===== config.mk =====
export PLATFORM = sky130hd
export DESIGN_NAME = bunch_charge_integ
export DESIGN_NICKNAME = d
export VERILOG_FILES = /design/src/rtl/bunch_fb_pkg.sv /design/src/rtl/bunch_integ_accum.sv /design/src/rtl/bunch_charge_integ.sv
export SDC_FILE = /design/constraint.sdc
export NUM_CORES = 1
export LEC_CHECK = 0
export CAP_MARGIN = 20
export CORE_AREA = 4 4 90 92
export CTS_BUF_LIST = sky130_fd_sc_hd__clkbuf_2 sky130_fd_sc_hd__clkbuf_4 sky130_fd_sc_hd__clkbuf_8
export CTS_CLUSTER_SIZE = 30
export DETAILED_ROUTE_END_ITERATION = 16
export DIE_AREA = 0 0 94 96
export PLACE_DENSITY_LB_ADDON = 0.12
export SETUP_SLACK_MARGIN = 0.1
export SYNTH_ARGS = -nofsm -noshare
export SYNTH_HDL_FRONTEND = slang
export SYNTH_SLANG_ARGS = --single-unit

===== constraint.sdc =====
create_clock -name clk -period 3 [get_ports clk]
set_clock_uncertainty 0.2 [all_clocks]
set_input_delay 0.75 -clock clk [delete_from_list [all_inputs] [get_ports clk]]
set_output_delay 0.75 -clock clk [all_outputs]
set_load 0.02 [all_outputs]

===== src/rtl/bunch_fb_pkg.sv =====
// Shared state encoding, width defaults and helpers for the bunch feedback front end.
package bunch_fb_pkg;

  typedef enum logic [1:0] {
    IDLE,
    DELAY,
    INTEG,
    DONE
  } state_t;

  localparam int DEF_ADC_W    = 14;
  localparam int DEF_CHARGE_W = 21;

  // Counter width that can hold value-1, never narrower than one bit.
  function automatic int clog2(input int value);
    int width;
    width = 1;
    while ((1 << width) < value) width = width + 1;
    return width;
  endfunction

endpackage


===== src/rtl/bunch_integ_accum.sv =====
// Per-bunch accumulator: loads on the first sample of a bunch and adds on the rest.
// With BUNCH_CHARGE_PEDESTAL_SUB_EN the pedestal is subtracted through a one-cycle register.
module bunch_integ_accum
  import bunch_fb_pkg::*;
#(
  parameter int ADC_W    = DEF_ADC_W,
  parameter int CHARGE_W = DEF_CHARGE_W
) (
  input  logic                       clk,
  input  logic                       rst_n,
  input  logic signed [ADC_W-1:0]    sample,
  input  logic signed [ADC_W-1:0]    pedestal,
  input  logic                       first,
  input  logic                       enable,
  input  logic                       clear,
  output logic signed [CHARGE_W-1:0] acc
);

  logic signed [CHARGE_W-1:0] term;

`ifdef BUNCH_CHARGE_PEDESTAL_SUB_EN
  logic signed [ADC_W:0] diff_q;

  // One extra bit keeps the difference of two full-range samples exact.
  always_ff @(posedge clk or negedge rst_n) begin
    if (!rst_n) begin
      diff_q <= '0;
    end else begin
      diff_q <= {sample[ADC_W-1], sample} - {pedestal[ADC_W-1], pedestal};
    end
  end

  assign term = {{(CHARGE_W-ADC_W-1){diff_q[ADC_W]}}, diff_q};
`else
  logic unused_pedestal;

  assign unused_pedestal = ^pedestal;
  assign term            = {{(CHARGE_W-ADC_W){sample[ADC_W-1]}}, sample};
`endif

  always_ff @(posedge clk or negedge rst_n) begin
    if (!rst_n) begin
      acc <= '0;
    end else if (clear) begin
      acc <= '0;
    end else if (enable) begin
      acc <= first ? term : acc + term;
    end
  end

endmodule


===== src/rtl/bunch_charge_integ.sv =====
// Integrates NUM_SMPLS_INTEG sum-channel samples per bunch over a train of NUM_BUNCHES bunches.
// Optional pedestal subtraction: define BUNCH_CHARGE_PEDESTAL_SUB_EN (adds one cycle of latency).
module bunch_charge_integ
  import bunch_fb_pkg::*;
#(
  parameter int NUM_SMPLS_INTEG = 4,
  parameter int NUM_BUNCHES     = 3,
  parameter int ADC_W           = DEF_ADC_W,
  parameter int CHARGE_W        = DEF_CHARGE_W
) (
  input  logic                       clk,
  input  logic                       rst_n,
  input  logic signed [ADC_W-1:0]    sum_in,
  input  logic                       store_strb,
  input  logic [7:0]                 start_dly,
  input  logic signed [ADC_W-1:0]    pedestal,
  output logic                       bunch_strb,
  output logic signed [CHARGE_W-1:0] charge_out,
  output logic                       charge_valid,
  output logic                       train_done
);

  localparam int SMP_W   = clog2(NUM_SMPLS_INTEG);
  localparam int BUNCH_W = clog2(NUM_BUNCHES);
  localparam logic [SMP_W-1:0]   SMP_LAST   = SMP_W'(NUM_SMPLS_INTEG - 1);
  localparam logic [BUNCH_W-1:0] BUNCH_LAST = BUNCH_W'(NUM_BUNCHES - 1);

  // The pedestal register shifts the sample stream by one cycle, so the window starts one later.
`ifdef BUNCH_CHARGE_PEDESTAL_SUB_EN
  localparam logic [8:0] DLY_EXTRA = 9'd1;
`else
  localparam logic [8:0] DLY_EXTRA = 9'd0;
`endif

  state_t                     state_q;
  state_t                     state_d;
  logic                       strb_q;
  logic                       rise;
  logic                       abort;
  logic                       in_integ;
  logic                       smp_last;
  logic                       bunch_last;
  logic [8:0]                 dly_load;
  logic [8:0]                 dly_ctr;
  logic [SMP_W-1:0]           smp_ctr;
  logic [BUNCH_W-1:0]         bunch_ctr;
  logic                       valid_q;
  logic signed [CHARGE_W-1:0] acc;
  logic signed [CHARGE_W-1:0] charge_hold;

  assign rise         = store_strb & ~strb_q;
  assign abort        = (state_q != IDLE) & ~store_strb;
  assign in_integ     = (state_q == INTEG);
  assign smp_last     = (smp_ctr == SMP_LAST);
  assign bunch_last   = (bunch_ctr == BUNCH_LAST);
  assign dly_load     = {1'b0, start_dly} + DLY_EXTRA;
  assign bunch_strb   = in_integ && (smp_ctr == '0);
  assign charge_valid = valid_q;
  // The accumulator still holds the finished bunch during the valid cycle.
  assign charge_out   = valid_q ? acc : charge_hold;

  always_ff @(posedge clk or negedge rst_n) begin
    if (!rst_n) begin
      state_q <= IDLE;
    end else begin
      state_q <= state_d;
    end
  end

  always_comb begin
    state_d = state_q;
    case (state_q)
      IDLE: begin
        if (rise) state_d = (dly_load == 9'd0) ? INTEG : DELAY;
      end
      DELAY: begin
        if (!store_strb)            state_d = IDLE;
        else if (dly_ctr <= 9'd1)   state_d = INTEG;
      end
      INTEG: begin
        if (!store_strb)                 state_d = IDLE;
        else if (smp_last && bunch_last) state_d = DONE;
      end
      DONE: begin
        if (!store_strb) state_d = IDLE;
      end
      default: state_d = IDLE;
    endcase
  end

  always_ff @(posedge clk or negedge rst_n) begin
    if (!rst_n) begin
      strb_q      <= 1'b0;
      dly_ctr     <= '0;
      smp_ctr     <= '0;
      bunch_ctr   <= '0;
      valid_q     <= 1'b0;
      train_done  <= 1'b0;
      charge_hold <= '0;
    end else begin
      strb_q     <= store_strb;
      valid_q    <= 1'b0;
      train_done <= 1'b0;
      if (abort) begin
        dly_ctr     <= '0;
        smp_ctr     <= '0;
        bunch_ctr   <= '0;
        charge_hold <= '0;
      end else begin
        if (state_q == IDLE) begin
          dly_ctr <= dly_load;
        end else if (state_q == DELAY) begin
          dly_ctr <= dly_ctr - 9'd1;
        end
        if (in_integ) begin
          if (smp_last) begin
            smp_ctr    <= '0;
            valid_q    <= 1'b1;
            train_done <= bunch_last;
            bunch_ctr  <= bunch_last ? '0 : bunch_ctr + 1'b1;
          end else begin
            smp_ctr <= smp_ctr + 1'b1;
          end
        end
        if (valid_q) charge_hold <= acc;
      end
    end
  end

  bunch_integ_accum #(
    .ADC_W    (ADC_W),
    .CHARGE_W (CHARGE_W)
  ) u_accum (
    .clk      (clk),
    .rst_n    (rst_n),
    .sample   (sum_in),
    .pedestal (pedestal),
    .first    (bunch_strb),
    .enable   (in_integ),
    .clear    (abort),
    .acc      (acc)
  );

endmodule


-- Yosys cells after proc, flatten, opt, wreduce, memory -nomap -nowiden
Index checks and enable logic that the tools add are counted.
- bitwise logic cells: 4
- equality and inequality tests: 9
- multipliers: 0
- shifts and indexed selects: 0
- $lt $le $gt $ge: 1
- reduce and logical (&&, ||, !) cells: 11
- multiplexer cells: 29
- add/sub/neg operators: 4
- divide/modulo/power cells: 0
- operators with widths (kind ; count):
    two-way mux 21 bit ; 5
    two-way mux 2 bit ; 14
    two-way mux 9 bit ; 3
    adder 21 x 14 -> 21 bit ; 1
    <= comparator 9 x 1 -> 1 bit, second input constant ; 1
    logical NOT 9 bit ; 1
    subtractor 9 x 1 -> 9 bit, second input constant ; 1
    equality test 2 bit, second input constant ; 4
    case mux 2 bit (4 select lines) ; 1
    two-way mux 1 bit ; 6
    nonzero test 2 bit ; 3
    adder 2 x 1 -> 2 bit, second input constant ; 2
    logical NOT 2 bit ; 2
    != test 2 bit, second input constant ; 2
    AND reduction 4 bit ; 1
    != test 3 x 2 -> 1 bit, second input constant ; 1
    != test 3 bit, second input constant ; 1
    nonzero test 3 bit ; 1
    bitwise AND 1 bit ; 2
    equality test 2 x 1 -> 1 bit, second input constant ; 1
    logical AND 1 bit ; 2
    NOT 1 bit ; 2
    AND reduction 2 bit ; 1
- bits in writable memories: 0
- output and inout port bits: 24
- logic and storage cells: 67
- memories: 0
- input bits: 39
- memory bits (read-only): 0
- flip-flop bits (word level): 60
- bits in latches: 0

-- Logic depth before layout (Yosys ltp)
- depth after elaboration: 5
- mapped depth: 8
- mapped depth without buffers: 8

-- Modules after synthesis
From an unflattened synthesis, not the netlist that was laid out.
- cell total of the unflattened synthesis: 450
- area, all modules: 4137.7 sq um
- modules (own cells, without submodules) (module ; times used ; cells each ; sequential area each (sq um) ; area an instance (sq um)):
    bunch_integ_accum ; 1 ; 265 ; 525.5 ; 2158.3
    bunch_charge_integ ; 1 ; 185 ; 975.9 ; 1979.4

-- Least setup slack after synthesis
No wires, ideal clock.
- path kind: input -> register
- start: input port sum_in[0]
- end: register u_accum.acc[18]
- data required time: 2.713 ns
- cell stages on the path: 8
- buffers on the path: 0
- path slack: 0.119 ns
- library setup time: 0.087 ns
- arrival: 2.594 ns
- path through: ha_1 fa_1 a21o_1 a221oi_2 o211a_4 nor3_1 mux2_1 a211oi_2
- word-level cells in the longest chain between the ends: 4
- ends and longest elaborated chain (what ; line ; RTL):
    start, declared ; bunch_charge_integ.sv:13 ; input logic signed [ADC_W-1:0] sum_in,
    adder 21 x 14 -> 21 bit ; bunch_integ_accum.sv:47 ; acc <= first ? term : acc + term;
    two-way mux 21 bit ; bunch_integ_accum.sv:47 ;
    two-way mux 21 bit ; bunch_integ_accum.sv:46 ; end else if (enable) begin
    two-way mux 21 bit ; bunch_integ_accum.sv:44 ; end else if (clear) begin
    end signal, assigned ; bunch_integ_accum.sv:47 ;
    end, declared ; bunch_integ_accum.sv:16 ; output logic signed [CHARGE_W-1:0] acc
Every way passes these cells. The select of a mux whose other input is x is not followed.
A chain may end at the register's enable or synchronous reset.

-- Worst setup path in the final report
- start: input port sum_in[3]
- end: register u_accum.acc[18]
The elaborated chain is that of the path after synthesis.

==> impl_metrics.csv <==
group,metric,value,unit
run_status,status,"complete, no violations",
sta,tightest_slew,0.6455,ns
die,io_pins,63,
sta,slew_violations,0,
yosys,syn_inst,437,
layout,seq_area,1501,µm²
yosys,syn_avg_cell_area,9.202,µm²
setup_path,critPathTopFamily,"compound AO/OA/AOI/OAI gates",
clock_tree,tritoncts,"built",
drt,wl_per_cell,16.70,µm
pwr,power_density,815.2,nW/µm²
layout,layout-drive-gt1-share,23.84,%
setup_path,cp.arrival,2.91,ns
global_routing,grt_max_degree,39,
setup_path,crit_fanout,5,
drt,totalWireLength,10.62,mm
sta,fin_setup_tns,0,ns
die,die_w,94,µm
layout,n_antenna_cell,0,
layout,multi_input_area,2485,µm²
setup_path,r2r-start,"u_accum.acc[0]$_DFFE_PN0P_",
drt,drc,0,
setup_path,cpMaxStageDelayCell,"clkdlybuf4s50_1",
layout,fin_cells,636,
pwr,total_power,4.291,mW
global_routing,grt_overflow,0,
clock_tree,cts_buffers,9,
setup_path,start_kind,"input port",
yosys,synth_seq_cells,60,
global_routing,antenna_found_initial,0,
sta,clock.fmax,0.3505,GHz
yosys,ys_warn_count,0,
setup_path,critical_path_required,3.06,ns
die,core,7214,µm²
global_routing,grt_pass1_vias,3664,
sta,hold_viol,0,
drt,first_pass_iters,4,
global_routing,grt_usage,24.26,%
layout,fin_nets,596,
clock_tree,cts-root-buf,"clkbuf_8",
setup_path,crit_chain,"clkdlybuf4s50_1 -> ha_1 -> and4_1 -> a221oi_4 -> o211a_4 -> nor3_2 -> mux2_4 -> a211oi_2",
global_routing,grt_pass1_wl,17.18,mm
drt,drt_iter0_drc,161,
sta,worst_hold_slack,0.1955,ns
job,drv_cap,0,
yosys,ys_seq_area_share,37.34,%
layout,utilization,72.96,%
sta,setup_violations,0,
setup_path,reg2reg_depth,8,
yosys,mappedNetlistArea,4021,µm²
sta,rsz0062_at_grt,"yes",
sta,fin_crit,2.853,ns
place,io_buffer_count,48,
layout,fill_cells,555,
setup_path,slowest_delay,0.42,ns
place,post-dp-hpwl,7.686,mm
layout,area_growth,30.90,%
setup_path,end_kind,"register",
drt,ant_nets,0,
die,initial_core_util,55.74,%
clock_tree,ctsHtreeMaxLevel,3,
yosys,yosysMostFrequentCell,"dfrtp_1",
drt,vias,3725,
setup_path,cp_num_cells,8,
yosys,synthTopCellsByCount,"60 x dfrtp_1, 37 x a21oi_1, 35 x nand2_1",
die,die-area,9024,µm²
setup_path,path_buf_inv,1,
yosys,yosys.area.top_type,"dfrtp_1",
clock_tree,clk_pin_slew_worst_paths,0.08,ns
sta,slew_headroom,56.96,%
layout,finalInstanceArea,5264,µm²
setup_path,critPathKind,"in -> reg",
yosys,async_flop_share,100.0,%
hold_path,min_path_type,"in -> async",
yosys,yosysTopAreaCellShare,37.34,%
place,routabilityCongestion,0.9001,
clock_tree,postCtsHoldBufs,0,
die,num_rows,31,
yosys,synth_nets,501,
clock_tree,clock_path_buffers,2,
yosys,synthTopCellsByArea,"dfrtp_1 37%, ha_1 7.5%, mux2_2 6.4%",
place,dp_cells,618,
setup_path,worst_r2r_endpoint,"u_accum.acc[18]$_DFFE_PN0P_",
clock_tree,clk_latency,0.34,ns
die,die_height,96,µm
yosys,ys.flop_type,"dfrtp_1",
drt,routed_via_density,5.857,
place,placed_cell_area,4955,µm²
setup_path,r2r_setup_slack,0.46,ns
yosys,synth_edf_count,0,
clock_tree,cts.sinks,60,
place,place_ws,-0.5266,ns
pwr,vdd_drop_max,0.0004546,V
sta,layout_setup_ws,0.1467,ns
sta,fin_crit_sh,95.11,%
pwr,p_leak,2.391,nW
yosys,synthDistinctLibCells,62,
power breakdown:
group	switching, mW	internal (mW)
clock	0.343	0.338
combinational	1.31	1.10
sequential	0.211	0.987
total	1.86	2.43
cell families after synthesis:
| logic type | after synthesis | share of synthesized area, % |
|---|---|---|
| AO/OA/AOI/OAI | 150 | 24.49 |
| AND/OR/NAND/NOR | 126 | 16.09 |
| flip-flops | 60 | 37.34 |
| buffers and inverters | 35 | 3.578 |
| multiplexers | 28 | 7.716 |
| adder cells (fa/ha/maj) | 25 | 7.965 |
| XOR/XNOR | 13 | 2.831 |
cells in the final DEF (no fill, tap or decap), types with 3 or more instances in the layout:
cell type        netlist  routed
nor4_1                 4       4
and3_1                 6       6
o21a_1                23      23
nor2b_1                3       3
nand4_1                4       4
a21oi_1               37      36
nor3_1                 9       7
clkdlybuf4s50_1        0      44
a31oi_1                6       6
nand2_1               35      35
ha_4                   0       3
o211ai_1               4       4
or2_2                  4       4
nand2b_1               4       4
dfrtp_1               60      60
xnor2_1                9       9
o22ai_1               10      10
mux2i_1                4       4
a21o_1                 7       7
nor3_2                 2       4
ha_1                  24      19
nor2_1                26      26
buf_4                  0      55
o21ai_0               30      30
mux2_2                23      23
nand3_1                8       8
xor2_1                 4       4
and2_1                 8       8
nand3b_1               5       5
clkbuf_8               0      10
inv_1                 12      12
worst max path at each step:
stage,slack [ns],startpoint,end
2_1_floorplan,0.12,sum_in[0],u_accum.acc[18]$_DFFE_PN0P_
3_3_place_gp,-0.45,sum_in[0],u_accum.acc[16]$_DFFE_PN0P_
3_5_place_dp,-0.53,sum_in[0],u_accum.acc[16]$_DFFE_PN0P_
4_1_cts,0.10,sum_in[1],u_accum.acc[17]$_DFFE_PN0P_
5_1_grt,0.1,sum_in[3],u_accum.acc[17]$_DFFE_PN0P_
6_report,0.15,sum_in[3],u_accum.acc[18]$_DFFE_PN0P_
area by class of cell:
| type | instances | area share, % |
|---|---|---|
| sequential | 60 | 28.52 |
| clock inverter | 4 | 0.4754 |
| timing repair buffer | 105 | 17.54 |
| inverter | 14 | 0.9983 |
| tap | 99 | 2.353 |
| multi-input combinational | 342 | 47.21 |
| clock buffer | 12 | 2.900 |
flip-flops by register name (all words and copies together), names as in the netlist:
name          cells
charge_valid      1
state_q           2
charge_hold      21
smp_ctr           2
train_done        1
strb_q            1
u_accum.acc      21
bunch_ctr         2
dly_ctr           9
layer usage:
| layer | track usage, % | vias up | wire (µm) |
|---|---|---|---|
| met2 | 41.45 | 81 | 5227 |
| li1 | - | 1809 | - |
| met3 | 4.222 | 14 | 414 |
| met5 | 0 | - | 0 |
| met1 | 32.10 | 1821 | 4861 |
| met4 | 6.137 | 0 | 115 |
worst register-to-register path, stage by stage (launching register included):
cell and delay, ns:
dfrtp_1 0.41, ha_2 0.21, fa_2 0.35, a21o_1 0.22, a221oi_4 0.33, o211a_4 0.22
nor3_2 0.06, mux2_4 0.30, a211oi_2 0.18
timing repair:
| action | 4_1_cts | 5_1_grt |
|---|---|---|
| pin swaps | 6 | 2 |
| buffers inserted | 2 | 0 |
| endpoints found under the setup margin | 7 | 10 |
| resized for setup | 9 | 13 |
Note: power is estimated with default switching activity, not from simulation.
